## src/rtl/sdspi_block_reader_uut_if.sv

```systemverilog
// sdspi_block_reader_uut_if: byte-level request/status bundle between the block reader and the sdspi host
interface sdspi_block_reader_uut_if;
  logic [4:0]  spi_sclk_speed;
  logic [31:0] spi_block_addr;
  logic        spi_r_block;
  logic        spi_r_multi_block;
  logic        spi_r_byte;
  logic        spi_busy;
  logic        spi_err;
  logic        spi_crc_err;
  logic [7:0]  spi_data_out;
  modport master (
    output spi_sclk_speed, spi_block_addr, spi_r_block, spi_r_multi_block, spi_r_byte,
    input  spi_busy, spi_err, spi_crc_err, spi_data_out
  );
  modport slave (
    input  spi_sclk_speed, spi_block_addr, spi_r_block, spi_r_multi_block, spi_r_byte,
    output spi_busy, spi_err, spi_crc_err, spi_data_out
  );
endinterface

```

## src/rtl/sdspi_block_reader_uut.sv

```systemverilog
// sdspi_block_reader_uut: reads n_blocks 512-byte SD blocks through the sdspi host and folds them into an XOR checksum
module sdspi_block_reader_uut #(
  parameter logic [31:0] BASE_ADDR      = 32'h00000000,
  parameter logic [31:0] TIMEOUT_CYCLES = 32'h00FFFFFF
) (
  input  logic                      clk,
  input  logic                      rst,
  input  logic                      start,
  input  logic [31:0]               n_blocks,
  input  logic [4:0]                sclk_speed,
  input  logic                      cmd18,
  output logic                      finish,
  output logic                      err,
  output logic [31:0]               blocks_done,
  output logic [7:0]                checksum,
  sdspi_block_reader_uut_if.master  spi
);
  typedef enum logic [3:0] {IDLE, LATCH, REQ_BLOCK, WAIT_READY, REQ_BYTE, WAIT_BYTE, END_BLOCK, STOP, DONE} st_e;
  st_e         state_q, state_d;
  logic        start_q, cmd18_q, skip_q, err_q, fin_q, rblk_q, rmul_q, rbyte_q;
  logic [31:0] wcnt_q, n_q, done_q, idx_q, addr_q;
  logic [9:0]  cnt_q;
  logic [7:0]  chk_q;
  logic [4:0]  sclk_q;
  logic        busy, to, fault, ok, active;
  assign busy   = spi.spi_busy;
  assign to     = wcnt_q == TIMEOUT_CYCLES;
  assign fault  = spi.spi_err | spi.spi_crc_err | to;
  assign ok     = start & ~fault;
  assign active = state_q inside {LATCH, REQ_BLOCK, WAIT_READY, REQ_BYTE, WAIT_BYTE, END_BLOCK};
  assign finish                = fin_q;
  assign err                   = err_q;
  assign blocks_done           = done_q;
  assign checksum              = chk_q;
  assign spi.spi_sclk_speed    = sclk_q;
  assign spi.spi_block_addr    = addr_q;
  assign spi.spi_r_block       = rblk_q;
  assign spi.spi_r_multi_block = rmul_q;
  assign spi.spi_r_byte        = rbyte_q;
  // next state: any abort (start low, host error, timeout) in an active state funnels into STOP
  always_comb begin
    state_d = state_q;
    if (active && !ok) state_d = STOP;
    else
      case (state_q)
        IDLE:       state_d = (start && !start_q) ? LATCH : IDLE;
        LATCH:      state_d = (n_q == 32'd0) ? DONE : REQ_BLOCK;
        REQ_BLOCK:  state_d = busy ? WAIT_READY : REQ_BLOCK;
        WAIT_READY: state_d = busy ? WAIT_READY : REQ_BYTE;
        REQ_BYTE:   state_d = busy ? WAIT_BYTE : REQ_BYTE;
        WAIT_BYTE:  state_d = busy ? WAIT_BYTE : (!skip_q && cnt_q == 10'd511) ? END_BLOCK : REQ_BYTE;
        END_BLOCK:  state_d = (done_q + 32'd1 == n_q) ? STOP : cmd18_q ? REQ_BYTE : REQ_BLOCK;
        STOP:       state_d = (!busy || to) ? (start ? DONE : IDLE) : STOP;
        DONE:       state_d = start ? DONE : IDLE;
        default:    state_d = IDLE;
      endcase
  end
  // state, counters, checksum and registered host requests
  always_ff @(posedge clk) begin
    if (rst) begin
      state_q <= IDLE;
      start_q <= 1'b0;
      wcnt_q  <= '0;
      n_q     <= '0;
      cmd18_q <= 1'b0;
      sclk_q  <= '0;
      chk_q   <= '0;
      done_q  <= '0;
      cnt_q   <= '0;
      idx_q   <= '0;
      skip_q  <= 1'b0;
      err_q   <= 1'b0;
      fin_q   <= 1'b0;
      addr_q  <= '0;
      rblk_q  <= 1'b0;
      rmul_q  <= 1'b0;
      rbyte_q <= 1'b0;
    end else begin
      state_q <= state_d;
      start_q <= start;
      wcnt_q  <= (state_d != state_q) ? '0 : wcnt_q + 32'd1;
      if (state_q == IDLE && state_d == LATCH) begin
        n_q     <= n_blocks;
        cmd18_q <= cmd18;
        sclk_q  <= sclk_speed;
        chk_q   <= '0;
        done_q  <= '0;
        cnt_q   <= '0;
        idx_q   <= '0;
        skip_q  <= 1'b0;
        err_q   <= 1'b0;
      end
      if ((active && start && fault) || (state_q == STOP && to)) err_q <= 1'b1;
      if (state_q == WAIT_BYTE && !busy && ok) begin
        skip_q <= 1'b0;
        if (!skip_q) begin
          chk_q <= chk_q ^ spi.spi_data_out;
          cnt_q <= cnt_q + 10'd1;
        end
      end
      if (state_q == END_BLOCK && ok) begin
        done_q <= done_q + 32'd1;
        cnt_q  <= '0;
        idx_q  <= idx_q + 32'd1;
        skip_q <= cmd18_q;
      end
      if (state_q != IDLE) addr_q <= cmd18_q ? BASE_ADDR : BASE_ADDR + idx_q;
      fin_q   <= state_q == DONE && start;
      rblk_q  <= ok && !cmd18_q && state_q inside {REQ_BLOCK, WAIT_READY, REQ_BYTE, WAIT_BYTE};
      rmul_q  <= ok && cmd18_q && state_q inside {REQ_BLOCK, WAIT_READY, REQ_BYTE, WAIT_BYTE, END_BLOCK};
      rbyte_q <= ok && state_q == REQ_BYTE && !busy;
    end
  end
endmodule

```

## src/flat_wrapper.sv

```systemverilog
// flat-port wrapper written by rule: the top's interface ports become plain ports
module sdspi_block_reader_uut_flat 
#(
  parameter logic [31:0] BASE_ADDR      = 32'h00000000,
  parameter logic [31:0] TIMEOUT_CYCLES = 32'h00FFFFFF
)
  (clk, rst, start, n_blocks, sclk_speed, cmd18, finish, err, blocks_done, checksum, spi_spi_sclk_speed, spi_spi_block_addr, spi_spi_r_block, spi_spi_r_multi_block, spi_spi_r_byte, spi_spi_busy, spi_spi_err, spi_spi_crc_err, spi_spi_data_out);
  sdspi_block_reader_uut_if spi_i ();
  input  logic clk;
  input  logic rst;
  input  logic start;
  input  logic [31:0] n_blocks;
  input  logic [4:0] sclk_speed;
  input  logic cmd18;
  output logic finish;
  output logic err;
  output logic [31:0] blocks_done;
  output logic [7:0] checksum;
  output wire logic [$bits(spi_i.spi_sclk_speed)-1:0] spi_spi_sclk_speed;
  output wire logic [$bits(spi_i.spi_block_addr)-1:0] spi_spi_block_addr;
  output wire logic [$bits(spi_i.spi_r_block)-1:0] spi_spi_r_block;
  output wire logic [$bits(spi_i.spi_r_multi_block)-1:0] spi_spi_r_multi_block;
  output wire logic [$bits(spi_i.spi_r_byte)-1:0] spi_spi_r_byte;
  input wire logic [$bits(spi_i.spi_busy)-1:0] spi_spi_busy;
  input wire logic [$bits(spi_i.spi_err)-1:0] spi_spi_err;
  input wire logic [$bits(spi_i.spi_crc_err)-1:0] spi_spi_crc_err;
  input wire logic [$bits(spi_i.spi_data_out)-1:0] spi_spi_data_out;
  assign spi_spi_sclk_speed = spi_i.spi_sclk_speed;
  assign spi_spi_block_addr = spi_i.spi_block_addr;
  assign spi_spi_r_block = spi_i.spi_r_block;
  assign spi_spi_r_multi_block = spi_i.spi_r_multi_block;
  assign spi_spi_r_byte = spi_i.spi_r_byte;
  assign spi_i.spi_busy = spi_spi_busy;
  assign spi_i.spi_err = spi_spi_err;
  assign spi_i.spi_crc_err = spi_spi_crc_err;
  assign spi_i.spi_data_out = spi_spi_data_out;
  sdspi_block_reader_uut #(.BASE_ADDR(BASE_ADDR), .TIMEOUT_CYCLES(TIMEOUT_CYCLES)) u_core (.clk(clk), .rst(rst), .start(start), .n_blocks(n_blocks), .sclk_speed(sclk_speed), .cmd18(cmd18), .finish(finish), .err(err), .blocks_done(blocks_done), .checksum(checksum), .spi(spi_i));
endmodule
```

## config.mk

```make
export PLATFORM = sky130hd
export DESIGN_NAME = sdspi_block_reader_uut_flat
export DESIGN_NICKNAME = d
export VERILOG_FILES = /design/src/rtl/sdspi_block_reader_uut_if.sv /design/src/rtl/sdspi_block_reader_uut.sv /design/src/flat_wrapper.sv
export SDC_FILE = /design/constraint.sdc
export NUM_CORES = 1
export LEC_CHECK = 0
export ABC_CLOCK_PERIOD_IN_PS = 3300
export CAP_MARGIN = 10
export CORE_MARGIN = 2
export CORE_UTILIZATION = 50
export DETAILED_ROUTE_END_ITERATION = 10
export PLACE_DENSITY = 0.76
export SYNTH_ARGS = -nofsm -noshare
export SYNTH_HDL_FRONTEND = slang
export SYNTH_SLANG_ARGS = --single-unit
```

## constraint.sdc

```tcl
create_clock -name clk -period 3.3 [get_ports clk]
set_clock_uncertainty 0.05 [all_clocks]
set_input_delay 0.33 -clock clk [delete_from_list [all_inputs] [get_ports clk]]
set_output_delay 0.33 -clock clk [all_outputs]
set_load 0.05 [all_outputs]
```

==> impl_metrics.yaml <==
critical_path:
  r2r_start: "u_core.blocks_done[9]"
  endpoint: "u_core.wcnt_q[7]"
  cp-start-kind: "flip-flop"
  critPathArrivalTime_ns: 3.45
  path_max_fanout: 24
  critPathKind: "reg2reg"
  reg2regPathDepth: 12
  cp-startpoint: "u_core.blocks_done[9]"
  worstPathRequired_ns: 3.59
  reg2reg_slack_ns: 0.14
  crit-reg2reg-capture: "u_core.wcnt_q[7]"
  critPathCaptureType: "flip-flop"
final_layout:
  layout.cells.non_filler: 1676
  final_layout_size_suffix_gt1_frac: 0.119
  fill_cells: 1852
  fin_area_um2: 12600
  final_common_cell: "dfxtp_1"
  antenna_cells: 0
  syn2layout_area_growth_pct: 24.7
  nets: 1450
  final_cell_mix: "dfxtp_1, a21oi_1, nand2_1"
  utilization: 0.629
routing:
  drc: 0
  wl_per_cell_um: 16.2
  drt_first_pass_iters: 5
  vias: 9575
  via_per_inst: 5.71
  wl_um: 27100
  drt_iter0_markers: 572
  ant_nets: 0
grt:
  overflow: 0
  antenna_found_initial: 0
  grt_pass1_wl_um: 44300
  grt_max_degree: 67
  grt.total_usage: 0.251
  grt_pass1_vias: 8759
clocking:
  htreeDepth: 4
  ctsHoldBuffers: 0
  clk_latency_ns: 0.43
  cts_root_buffer: "clkbuf_16"
  cts.sinks: 195
  clockBufferDepth: 2
  numCtsBuffers: 17
  cts_tree: "done"
  clk_pin_slew_worst_paths_ns: 0.07
die:
  die_width_um: 146
  row_count: 52
  die_h_um: 146
  start_util: 0.504
  dieArea_um2: 21400
  core_area_um2: 20000
  io_pins: 134
pwr:
  power.total_mw: 5.52
  leakagePower_nw: 4.32
  clockPowerShare: 0.391
  power_switching_mw: 1.55
  pwr-share-seq: 0.439
  ir_drop_mv: 0.361
  swShare: 0.281
  powerDensity_nw_per_um2: 438
  intPower_mw: 3.97
  pwr-share-comb: 0.169
synthesis:
  synthCells: 1275
  synthArstFlopShare: 0
  yosys_warnings: 0
  syn_area_per_cell_um2: 7.93
  syn_area_um2: 10100
  yosysUniqueCellTypes: 70
  ys_seq_area_frac: 0.386
  synth-seq-cells: 195
  synth_edf_count: 0
  synth.net_count: 1331
  ys.flop_type: "dfxtp_1"
timing:
  slew_violations: 0
  tightest_slew_ns: 0.717
  final_hold_viol_count: 0
  period_minus_slack_ns: 3.16
  tns_ns: 0
  setup_ws_ns: 0.138
  setup_violations: 0
  fmax_ghz: 0.316
  period_share: 0.958
  hold_slack_ns: 0.367
  slew_headroom: 0.522
place:
  place_area_um2: 11800
  port_buffers: 133
  dpl.hpwl_um: 18700
  pre_cts_ws_ns: -0.0824
  place_congestion: 0.956
  dp.cells: 1637
job:
  max_cap_violations: 0
hold_path:
  hold_class: "in2reg"
status:
  status: "finished, final reports clean"
## final cells by class
cell class	instances	area [um^2]	share of cell area
Multi-Input combinational cell	983	5850	0.464
Sequential cell	195	3950	0.314
Timing Repair Buffer	190	1830	0.145
Clock buffer	21	460	0.0365
Tap cell	270	338	0.0268
Clock inverter	10	144	0.0114
Inverter	7	26.3	0.00209
## worst min path at each step
| stage | from | end | slack [ns] | cells past startpoint |
|---|---|---|---|---|
| after global routing | n_blocks[22] | u_core.n_q[22] | 0.39 | 3 |
| after floorplan | u_core.cnt_q[9] | u_core.cnt_q[9] | 0.38 | 1 |
| after CTS | n_blocks[22] | u_core.n_q[22] | 0.37 | 3 |
| after detailed placement | u_core.spi.spi_sclk_speed[1] | u_core.spi.spi_sclk_speed[1] | 0.40 | 2 |
| after global placement | u_core.spi.spi_sclk_speed[3] | u_core.spi.spi_sclk_speed[3] | 0.39 | 2 |
| final | rst | u_core.err | 0.37 | 2 |
## cells by family after synthesis
group           Yosys count  share of synthesized area
simple gates            624                      0.342
compound gates          279                      0.154
mux                       1                   0.000990
flops                   195                      0.386
buf+inv                  97                     0.0446
fa+ha+maj                 4                    0.00495
xor+xnor                 75                     0.0668
## registers in the layout, summed over array words and instances, names as in the netlist, 4 cells and up
name and count:
u_core.spi.spi_sclk_speed 5, u_core.state_q 4, u_core.checksum 8, u_core.idx_q 32, u_core.wcnt_q 32, u_core.cnt_q 10, u_core.n_q 32, u_core.blocks_done 32
u_core.spi.spi_block_addr 32
## power groups by stage
stage	combinational [mW]	sequential [mW]	clock, mW
2_1_floorplan	0.619	2.50	0
3_3_place_gp	0.912	2.48	0
3_5_place_dp	0.919	2.48	0
4_1_cts	0.925	2.43	2.19
5_1_grt	1.01	2.43	2.29
6_report	0.934	2.42	2.16
## layer usage
metal	vias to the layer above	part of all wire	wire length [um]	global-route usage
li1	4774	-	-	-
met1	4499	0.45	12200	0.334
met2	266	0.47	12900	0.413
met3	36	0.057	1550	0.0513
met4	0	0.021	565	0.0748
met5	-	0	0	0
## Yosys cell counts (30+ instances only)
master | number | share of area
nor4_1 | 33 | 0.020
dfxtp_1 | 195 | 0.39
nand2_1 | 156 | 0.058
and3_1 | 36 | 0.022
nand3_1 | 44 | 0.022
o21ai_0 | 63 | 0.031
a21oi_1 | 167 | 0.083
xor2_1 | 37 | 0.032
clkbuf_1 | 65 | 0.024
nor2_1 | 150 | 0.056
nor3b_1 | 33 | 0.025
nor4_2 | 30 | 0.037
xnor2_1 | 37 | 0.032
## critical path, cell delays in order, from the launching register on
cell and delay [ns]:
dfxtp_4 0.41, nand4_1 0.19, buf_4 0.20, nor4_4 0.28
o21ai_0 0.17, or4_4 0.52, nor4_4 0.23, a31oi_2 0.17
buf_4 0.17, nand2_2 0.07, a31oi_4 0.12, buf_12 0.20
nor4_2 0.28
## repair_timing
| item | CTS | global route |
|---|---|---|
| setup buffers | 0 | 8 |
| pin swaps | 0 | 10 |
| endpoints found under the hold margin | 0 | 0 |
| resized for setup | 4 | 21 |
| endpoints found under the setup margin | 31 | 32 |
Power figures use the tool's default switching activity.
